--- config.mk ---
export PLATFORM = sky130hd
export DESIGN_NAME = game_round_controller
export DESIGN_NICKNAME = d
export VERILOG_FILES = /design/src/rtl/game_pkg.sv /design/src/rtl/hoop_debounce.sv /design/src/rtl/game_round_controller.sv
export SDC_FILE = /design/constraint.sdc
export NUM_CORES = 1
export LEC_CHECK = 0
export CORE_UTILIZATION = 56
export CTS_CLUSTER_SIZE = 40
export DETAILED_ROUTE_END_ITERATION = 10
export PLACE_DENSITY = 0.74
export SYNTH_ARGS = -nofsm -noshare
export SYNTH_HDL_FRONTEND = slang
export SYNTH_HIERARCHICAL = 1
export SYNTH_SLANG_ARGS = --single-unit
--- constraint.sdc ---
create_clock -name clock -period 3.71 [get_ports clock]
set_clock_uncertainty 0.05 [all_clocks]
set_input_delay 0.742 -clock clock [delete_from_list [all_inputs] [get_ports clock]]
set_output_delay 0.742 -clock clock [all_outputs]
set_load 0.02 [all_outputs]
--- src/rtl/game_pkg.sv ---
// Shared definitions for the game round controller.
//   game_state_e : round FSM state encoding (also exported on state_o)
//   SCORE_W      : width of score / lb_score
//   TIME_W       : width of time_left
//   sat_inc      : score increment that sticks at all-ones
package game_pkg;

    localparam int unsigned SCORE_W = 8;
    localparam int unsigned TIME_W  = 8;

    typedef enum logic [2:0] {
        StIdle   = 3'd0,
        StReady  = 3'd1,
        StPlay   = 3'd2,
        StCommit = 3'd3,
        StDone   = 3'd4
    } game_state_e;

    function automatic logic [SCORE_W-1:0] sat_inc(input logic [SCORE_W-1:0] v);
        return (&v) ? v : v + SCORE_W'(1);
    endfunction

endpackage

--- src/rtl/hoop_debounce.sv ---
// Hoop switch conditioner: 2-flop synchronizer, stability filter and rising-edge pulse.
//   clock  : system clock
//   reset  : synchronous, active-low; clears synchronizer, filter and counter
//   raw_i  : raw asynchronous, bouncy switch (1 = ball in hoop)
//   hit_o  : registered 1-cycle pulse when the filtered level goes 0->1
// The filtered level only follows the synced input after DEBOUNCE_CYC consecutive cycles of
// disagreement, so raw->hit latency is 2 + DEBOUNCE_CYC cycles.
module hoop_debounce #(
    parameter int unsigned DEBOUNCE_CYC = 500_000
) (
    input  logic clock,
    input  logic reset,
    input  logic raw_i,
    output logic hit_o
);

    localparam int unsigned CntW = (DEBOUNCE_CYC > 1) ? $clog2(DEBOUNCE_CYC) : 1;
    localparam logic [CntW-1:0] CntLast = CntW'(DEBOUNCE_CYC - 1);

    logic            sync1_q, sync1_d;
    logic            sync2_q, sync2_d;
    logic            level_q, level_d;
    logic            hit_q, hit_d;
    logic [CntW-1:0] cnt_q, cnt_d;

    always_comb begin
        sync1_d = raw_i;
        sync2_d = sync1_q;
        level_d = level_q;
        hit_d   = 1'b0;
        cnt_d   = '0;
        // Any cycle where the synced value agrees with the filter restarts the count.
        if (sync2_q != level_q) begin
            if (cnt_q == CntLast) begin
                level_d = sync2_q;
                hit_d   = sync2_q;
            end else begin
                cnt_d = cnt_q + CntW'(1);
            end
        end
    end

    always_ff @(posedge clock) begin
        if (!reset) begin
            sync1_q <= 1'b0;
            sync2_q <= 1'b0;
            level_q <= 1'b0;
            hit_q   <= 1'b0;
            cnt_q   <= '0;
        end else begin
            sync1_q <= sync1_d;
            sync2_q <= sync2_d;
            level_q <= level_d;
            hit_q   <= hit_d;
            cnt_q   <= cnt_d;
        end
    end

    assign hit_o = hit_q;

endmodule

--- src/rtl/game_round_controller.sv ---
// Sequences one timed basketball round: ready countdown, per-second round timer, debounced
// hoop scoring, and a valid/ready commit of the final score to the leaderboard.
//   clock, reset : system clock; synchronous active-low reset
//   start_btn    : raw start request (rising edge after sync starts a round)
//   hoop_sw      : raw hoop switch, debounced internally
//   lb_ready     : leaderboard accepts lb_score when lb_valid=1
//   lb_valid     : final score offered; lb_score stable while high
//   score        : live score of the current/last round
//   time_left    : seconds remaining (ready count in READY, round count in PLAY)
//   playing      : 1 only in PLAY
//   game_over    : 1 only in DONE
//   state_o      : current state encoding
// All outputs come straight from flops.
module game_round_controller
    import game_pkg::*;
#(
    parameter int unsigned TICK_DIV     = 50_000_000,
    parameter int unsigned ROUND_SECS   = 10,
    parameter int unsigned READY_SECS   = 3,
    parameter int unsigned DEBOUNCE_CYC = 500_000
) (
    input  logic               clock,
    input  logic               reset,
    input  logic               start_btn,
    input  logic               hoop_sw,
    input  logic               lb_ready,
    output logic               lb_valid,
    output logic [SCORE_W-1:0] lb_score,
    output logic [SCORE_W-1:0] score,
    output logic [TIME_W-1:0]  time_left,
    output logic               playing,
    output logic               game_over,
    output logic [2:0]         state_o
);

    localparam int unsigned     PreW      = (TICK_DIV > 1) ? $clog2(TICK_DIV) : 1;
    localparam logic [PreW-1:0] PreLast   = PreW'(TICK_DIV - 1);
    localparam logic [TIME_W-1:0] RoundSecs = TIME_W'(ROUND_SECS);
    localparam logic [TIME_W-1:0] ReadySecs = TIME_W'(READY_SECS);

    game_state_e        state_q, state_d;
    logic [SCORE_W-1:0] score_q, score_d;
    logic [TIME_W-1:0]  time_q, time_d;
    logic               lbv_q, lbv_d;
    logic [SCORE_W-1:0] lbs_q, lbs_d;
    logic               playing_q, playing_d;
    logic               game_over_q, game_over_d;
    logic [PreW-1:0]    presc_q, presc_d;
    logic               start_s1_q, start_s2_q, start_s3_q;

    logic               start_edge;
    logic               tick;
    logic               hit;
    logic [SCORE_W-1:0] score_inc;

    hoop_debounce #(
        .DEBOUNCE_CYC(DEBOUNCE_CYC)
    ) u_hoop_debounce (
        .clock(clock),
        .reset(reset),
        .raw_i(hoop_sw),
        .hit_o(hit)
    );

    assign start_edge = start_s2_q & ~start_s3_q;
    assign tick       = (presc_q == PreLast);
    // Score including a hit in this cycle; lets a hit on the final tick reach lb_score.
    assign score_inc  = hit ? sat_inc(score_q) : score_q;

    always_comb begin
        state_d = state_q;
        score_d = score_q;
        time_d  = time_q;
        lbv_d   = lbv_q;
        lbs_d   = lbs_q;

        unique case (state_q)
            StIdle, StDone: begin
                if (start_edge) begin
                    state_d = StReady;
                    time_d  = ReadySecs;
                    score_d = '0;
                end
            end
            StReady: begin
                if (tick) begin
                    if (time_q == TIME_W'(1)) begin
                        state_d = StPlay;
                        time_d  = RoundSecs;
                    end else begin
                        time_d = time_q - TIME_W'(1);
                    end
                end
            end
            StPlay: begin
                score_d = score_inc;
                if (tick) begin
                    if (time_q == TIME_W'(1)) begin
                        state_d = StCommit;
                        time_d  = '0;
                        lbv_d   = 1'b1;
                        lbs_d   = score_inc;
                    end else begin
                        time_d = time_q - TIME_W'(1);
                    end
                end
            end
            StCommit: begin
                if (lb_ready) begin
                    state_d = StDone;
                    lbv_d   = 1'b0;
                end
            end
            default: begin
                state_d = StIdle;
            end
        endcase

        // Restart the second timer whenever a timed state is entered.
        if ((state_d != state_q) && (state_d == StReady || state_d == StPlay)) begin
            presc_d = '0;
        end else if (tick) begin
            presc_d = '0;
        end else begin
            presc_d = presc_q + PreW'(1);
        end

        playing_d   = (state_d == StPlay);
        game_over_d = (state_d == StDone);
    end

    always_ff @(posedge clock) begin
        if (!reset) begin
            state_q     <= StIdle;
            score_q     <= '0;
            time_q      <= RoundSecs;
            lbv_q       <= 1'b0;
            lbs_q       <= '0;
            playing_q   <= 1'b0;
            game_over_q <= 1'b0;
            presc_q     <= '0;
            start_s1_q  <= 1'b0;
            start_s2_q  <= 1'b0;
            start_s3_q  <= 1'b0;
        end else begin
            state_q     <= state_d;
            score_q     <= score_d;
            time_q      <= time_d;
            lbv_q       <= lbv_d;
            lbs_q       <= lbs_d;
            playing_q   <= playing_d;
            game_over_q <= game_over_d;
            presc_q     <= presc_d;
            start_s1_q  <= start_btn;
            start_s2_q  <= start_s1_q;
            start_s3_q  <= start_s2_q;
        end
    end

    assign lb_valid  = lbv_q;
    assign lb_score  = lbs_q;
    assign score     = score_q;
    assign time_left = time_q;
    assign playing   = playing_q;
    assign game_over = game_over_q;
    assign state_o   = state_q;

endmodule

==> impl_results.md, run 1 <==
- Vias: 3,321
- Final Non-Filler Cells: 590
- Critical Path Fanout Max: 11
- Critical-path top delay cell: or4_4
- Finish-stage setup viols: 0
- Postcts setup bufs: 0
- Clk sinks: 82
- Total wire length: 8.348 mm
- Crit Path Class: reg -> reg
- CP startpoint: time_left[2]$_SDFFE_PN0P_
- CTS resizes: 0
- Pre-CTS setup slack: 1.043 ns
- Top-Level Pins: 35
- Yosys reg bits: 82
- Yosys warning total: 6
- Post-synthesis async set-or-reset flop share: 0
- Die area: 7599 µm²
- Final Hold Viols: 0
- Largest area contributor in the netlist: dfxtp_1
- Fill cell count: 597
- Post-Place Cells: 574
- Commonest cells in the netlist: dfxtp_1, nor2_1, nand2_1
- Largest net degree at the start of global routing: 27
- Initial antenna violation count: 0
- Slew Limit Fails: 0
- DRC viols: 0
- Critical R2R Launch: time_left[2]$_SDFFE_PN0P_
- Cells after Synth: 458
- Top-area cell type share of the netlist area: 0.4041
- Core area: 6907 µm²
- CP arrival: 2.72 ns
- Nets@finish: 499
- Post-DP HPWL: 5.838 mm
- WP data required: 3.91 ns
- Routed length per instance: 14.15 µm
- Die Ht: 87.18 µm
- PD cells: 346.1 nW/µm²
- IO buf count: 34
- Clock latency on the worst-skew pair: 0.35 ns
- Number of global-route vias before repair: 3,009
- First-pass DRT Iterations: 4
- Max Clock Freq: 396.9 MHz
- Post-route clock period utilization: 0.6791
- Count leader, synth: dfxtp_1
- Post-synth EDFFs: 0
- Seq/Total Area, Yosys: 0.4041
- Run status: finished clean
- Clock root cell: clkbuf_8
- Post-Syn Area per Cell: 8.870 µm²
- Fin util: 0.6743
- CTS tree: yes
- Max-cap viol count: 0
- Min-delay src: lb_valid$_SDFFE_PN0P_
- Startpoint Class: flop
- Ant. Diodes: 0
- Grt ovf: 0
- Final WS setup: 1.191 ns
- Gr usage total: 0.2371
- Clock H-tree levels: 3
- Area grow syn2layout: 14.63%
- Width of the die: 87.18 µm
- Min cycle time layout: 2.519 ns
- Post-cts hold buffer count: 0
- Top_reg_cell synth: dfxtp_1
- First-pass GRT wire length: 14.15 mm
- Worst rel slew slack: 0.5755
- Leakage: 1.593 nW
- Worst-case clock buffer depth: 2
- Fraction of layout cells with a size suffix above 1: 0.07692
- Worst Setup End Kind: flop
- Site Rows: 30
- RePlAce Congestion: 0.8720
- Worst-path clk slew: 0.09 ns
- Maximum vdd ir drop: 0.2339 mV
- Worst path cell trace: or4_4 > nor4b_4 > nand4_2 > and2_0 > o21a_1
- Total CTS buffers: 9
- Synth area leaders: dfxtp_1, xnor2_1, nor2_1, nand2_1, nand3_1
- Unique masters post-synth: 59
- Drt initial violations: 146
- Max incr delay on CP: 0.59 ns
- TNS Setup: 0 ns
- Initial cell density of the core: 0.5882
- ANT nets after route: 0
- Syn nets: 468
- Synth Cell Area: 4063 µm²
- Via/cell ratio: 5.629
- Unrepaired setup endpoints after global routing: false
- Measured slew at the worst slew-check pin: 0.6352 ns
- HP Class: reg -> reg
[layer usage]
metal / vias to the layer above / wire length (µm) / GRT usage / share of wire
met4: 0 / 91 / 0.09240 / 0.011
met3: 11 / 285 / 0.04265 / 0.034
met2: 80 / 3961 / 0.3794 / 0.47
li1: 1686 / - / - / -
met5: - / 0 / 0 / 0
met1: 1544 / 4010 / 0.3187 / 0.48
[layout by cell type, fill, tap and decap left out, types with 5 or more instances in the layout]
| cell type | instances |
|---|---|
| nor4_1 | 9 |
| o21ai_0 | 11 |
| nand4_2 | 5 |
| a21boi_0 | 9 |
| dfxtp_1 | 82 |
| nand2_1 | 35 |
| or3_1 | 9 |
| nand4_1 | 14 |
| ha_1 | 5 |
| mux2i_1 | 10 |
| nand3_1 | 26 |
| nor2b_1 | 11 |
| clkdlybuf4s50_1 | 34 |
| nand2b_1 | 6 |
| inv_1 | 13 |
| and3_1 | 6 |
| nor3_1 | 15 |
| a21oi_1 | 9 |
| and4_1 | 8 |
| clkbuf_8 | 10 |
| xnor2_1 | 30 |
| xor2_1 | 13 |
| and2_1 | 8 |
| nor2_1 | 56 |
[through the flow]
| stage | power, mW | hold slack, ns | instance area (µm²) |
|---|---|---|---|
| after CTS | 1.625 | 0.3987 | 4657 |
| after global routing | 1.675 | 0.4159 | 4657 |
| after global placement | 0.9721 | 0.3738 | 4454 |
| after detailed placement | 0.9736 | 0.3804 | 4454 |
| after floorplan | 0.9532 | 0.3618 | 4063 |
| final | 1.612 | 0.3947 | 4657 |
[path summary, 6_finish.rpt]
kind                                                 end  slack, ns  cells after the start
worst max-delay path            lb_score[6]$_SDFFE_PN0P_       1.19                      5
worst min-delay path               lb_valid$_SDFFE_PN0P_       0.39                      2
worst max register to register  lb_score[6]$_SDFFE_PN0P_       1.19                      5
worst min register to register     lb_valid$_SDFFE_PN0P_       0.39                      2
[state kept, by name, indices dropped and copies added, names as in the netlist]
signal and count:
presc_q 26, u_hoop_debounce/cnt_q 19, lb_score 8, score 8
time_left 8, state_o 3, game_over 1, lb_valid 1
playing 1, start_s1_q 1, start_s2_q 1, start_s3_q 1
u_hoop_debounce/hit_o 1, u_hoop_debounce/level_q 1, u_hoop_debounce/sync1_q 1, u_hoop_debounce/sync2_q 1
[layout make-up]
class	count	area (µm²)	area share
sequential	82	1642	0.3525
timing repair buffer	35	347.8	0.07469
inverter	13	48.80	0.01048
clock inverter	5	61.31	0.01316
multi-input combinational	348	2296	0.4930
clock buffer	11	141.4	0.03036
tap	96	120.1	0.02579
[power by group]
group / switching, mW / total (mW) / internal, mW
clock network: 0.326 / 0.659 / 0.332
registers: 0.00877 / 0.896 / 0.887
logic: 0.0334 / 0.0574 / 0.0240
[cell families (layout without fill, tap and decap cells)]
kind of cell             after synthesis  in the layout  synth area share
AO/OA/AOI/OAI                         59             59            0.1022
buffers and inverters                 28             64           0.03080
multiplexers                          11             11           0.02741
AND/OR/NAND/NOR                      230            230            0.3274
flip-flops                            82             82            0.4041
XOR/XNOR                              43             43           0.09270
adder cells (fa/ha/maj)                5              5           0.01540
[critical path: cells and delay by family, from the launching register on]
family             cells  cell delay [ns]
AOI/OAI and AO/OA      1             0.18
DFF                    1             0.37
and+or+nand+nor        4             1.81
(Power assumes the default switching activity.)
==> inputs of run 2 (changes only) <==
Settings changed: CORE_UTILIZATION 56 to 52, PLACE_DENSITY 0.74 to 0.72.
Clock period 3.71 ns to 2 ns, I/O delays scaled along.
==> impl_results.md, run 2 (synthesis results as in run 1) <==
- Area grow syn2layout: 29.23%
- ANT nets after route: 0
- Gr busiest metal: met2
- Failing checks: negative setup slack
- Number of global-route vias before repair: 3,529
- CP arrival: 2.31 ns
- Worst-path clk slew: 0.08 ns
- Worst-case clock buffer depth: 2
- Leakage: 1.909 nW
- Total CTS buffers: 9
- Min-delay src: u_hoop_debounce/sync1_q$_SDFF_PN0_
- Clk sinks: 82
- Finish-stage setup viols: 18
- Grt ovf: 0
- Critical R2R Launch: presc_q[7]$_SDFF_PP0_
- RePlAce Congestion: 0.8453
- WP data required: 2.19 ns
- Die Ht: 90.39 µm
- Unrepaired setup endpoints after global routing: true
- Final Hold Viols: 0
- Measured slew at the worst slew-check pin: 0.5558 ns
- Run status: finished with violations
- Clock latency on the worst-skew pair: 0.36 ns
- First-pass DRT Iterations: 4
- Worst Setup End Kind: flop
- Maximum vdd ir drop: 0.5330 mV
- Most frequent cells in the layout: dfxtp_1, nor2_1, buf_4
- Post-route clock period utilization: 1.061
- Commonest non-fill, non-tap cell in the layout: dfxtp_1
- Width of the die: 90.39 µm
- Max Clock Freq: 471.1 MHz
- PD cells: 602.3 nW/µm²
- Post-DP HPWL: 6.538 mm
- Drt initial violations: 110
- TNS Setup: -0.8440 ns
- Routed length per instance: 14.87 µm
- Top Registers: presc_q (26), u_hoop_debounce/cnt_q (19)
- GR Util met3: 0.04040
- Via/cell ratio: 5.574
- Final WS setup: -0.1226 ns
- R2R setup slack: -0.12 ns
- Min cycle time layout: 2.123 ns
- Post-Place Cells: 618
- Vias: 3,601
- DRC viols: 0
- Pre-CTS setup slack: -0.09936 ns
- Ant. Diodes: 0
- Die area: 8170 µm²
- Initial antenna violation count: 0
- Gr usage total: 0.2412
- CTS tree: yes
- Clock root cell: clkbuf_8
- Clock H-tree levels: 3
- Critical Path Fanout Max: 6
- Worst hold endpoint: u_hoop_debounce/sync2_q$_SDFF_PN0_
- Nets@finish: 552
- Post-route cell area: 5250 µm²
- Crit Path Class: reg -> reg
- Register-to-Register Path Depth: 6
- Slew Limit Fails: 0
- Core area: 7408 µm²
- Met1 Resource Use GR: 0.3011
- Max FFs per register: 26
- Hold path depth: 1
- Met2 capacity usage during global routing: 0.4109
- Most flops, register: presc_q
- Fin util: 0.7087
- Initial cell density of the core: 0.5484
- Top-Level Pins: 35
- Final Non-Filler Cells: 646
- Startpoint Class: flop
- Largest net degree at the start of global routing: 29
- Post-DP Area: 4805 µm²
- Post-cts hold buffer count: 0
- Max-cap viol count: 0
- Site Rows: 31
- IO buf count: 34
- R2r endpoint: time_left[1]$_SDFFE_PN1P_
- HP Class: reg -> reg
- Fraction of layout cells with a size suffix above 1: 0.2084
- First-pass GRT wire length: 16.10 mm
- Worst rel slew slack: 0.6267
- Total wire length: 9.603 mm
[run 2: cell count changes in the layout (fill, tap and decap cells not counted), sizes merged]
cell / delta
buf: +51
clkbuf: +1
nand2: +2
clkinvlp: -2
bufinv: +1
[run 2: how the worst max path moves through the flow]
stage                                   start                   endpoint  slack, ns  cells past startpoint
detailed placement     presc_q[10]$_SDFF_PP0_  time_left[2]$_SDFFE_PN0P_       -0.1                      5
global placement    time_left[3]$_SDFFE_PN1P_  time_left[1]$_SDFFE_PN1P_      -0.06                      6
global route            presc_q[7]$_SDFF_PP0_  time_left[1]$_SDFFE_PN1P_      -0.21                      6
finish                  presc_q[7]$_SDFF_PP0_  time_left[1]$_SDFFE_PN1P_      -0.12                      6
CTS                    presc_q[24]$_SDFF_PP0_  time_left[0]$_SDFFE_PN0P_      -0.12                      6
floorplan           time_left[3]$_SDFFE_PN1P_   lb_score[6]$_SDFFE_PN0P_      -0.09                      6
[run 2: critical path, stage by stage (launching register included)]
cell,delay (ns)
dfxtp_2,0.32
or4b_4,0.57
nor4_4,0.31
nand4_4,0.19
buf_4,0.20
a2111oi_4,0.28
a41oi_1,0.07
[run 2: layer usage]
layer | part of all wire | vias up | wire [µm]
met2 | 0.49 | 75 | 4749
met3 | 0.030 | 14 | 289
met1 | 0.46 | 1704 | 4420
met4 | 0.015 | 0 | 143
li1 | - | 1808 | -
met5 | 0 | - | 0
[run 2: per-stage QoR]
stage | power [mW] | hold WS (ns)
after floorplan | 1.772 | 0.3618
after global placement | 1.830 | 0.3682
after detailed placement | 1.833 | 0.3699
after CTS | 3.176 | 0.3881
after global routing | 3.266 | 0.4056
final | 3.162 | 0.3891
[run 2: cell type report]
type	instances	area [µm²]
tap	99	123.9
clock buffer	12	145.1
timing repair buffer	86	762.0
multi-input combinational	350	2446
sequential	82	1650
inverter	13	48.80
clock inverter	4	73.82
fill	582	2158
[run 2: what timing repair did]
| item | in CTS | in global routing |
|---|---|---|
| setup buffers | 8 | 4 |
| gates cloned | 0 | 2 |
| setup endpoints to repair | 23 | 46 |
| resized for setup | 18 | 19 |
| pin swaps | 13 | 16 |
[run 2: report_power, final]
part / switching (mW) / internal (mW)
Sequential: 0.00934 / 1.64
Combinational: 0.0873 / 0.0722
Clock: 0.610 / 0.740
Total: 0.706 / 2.46
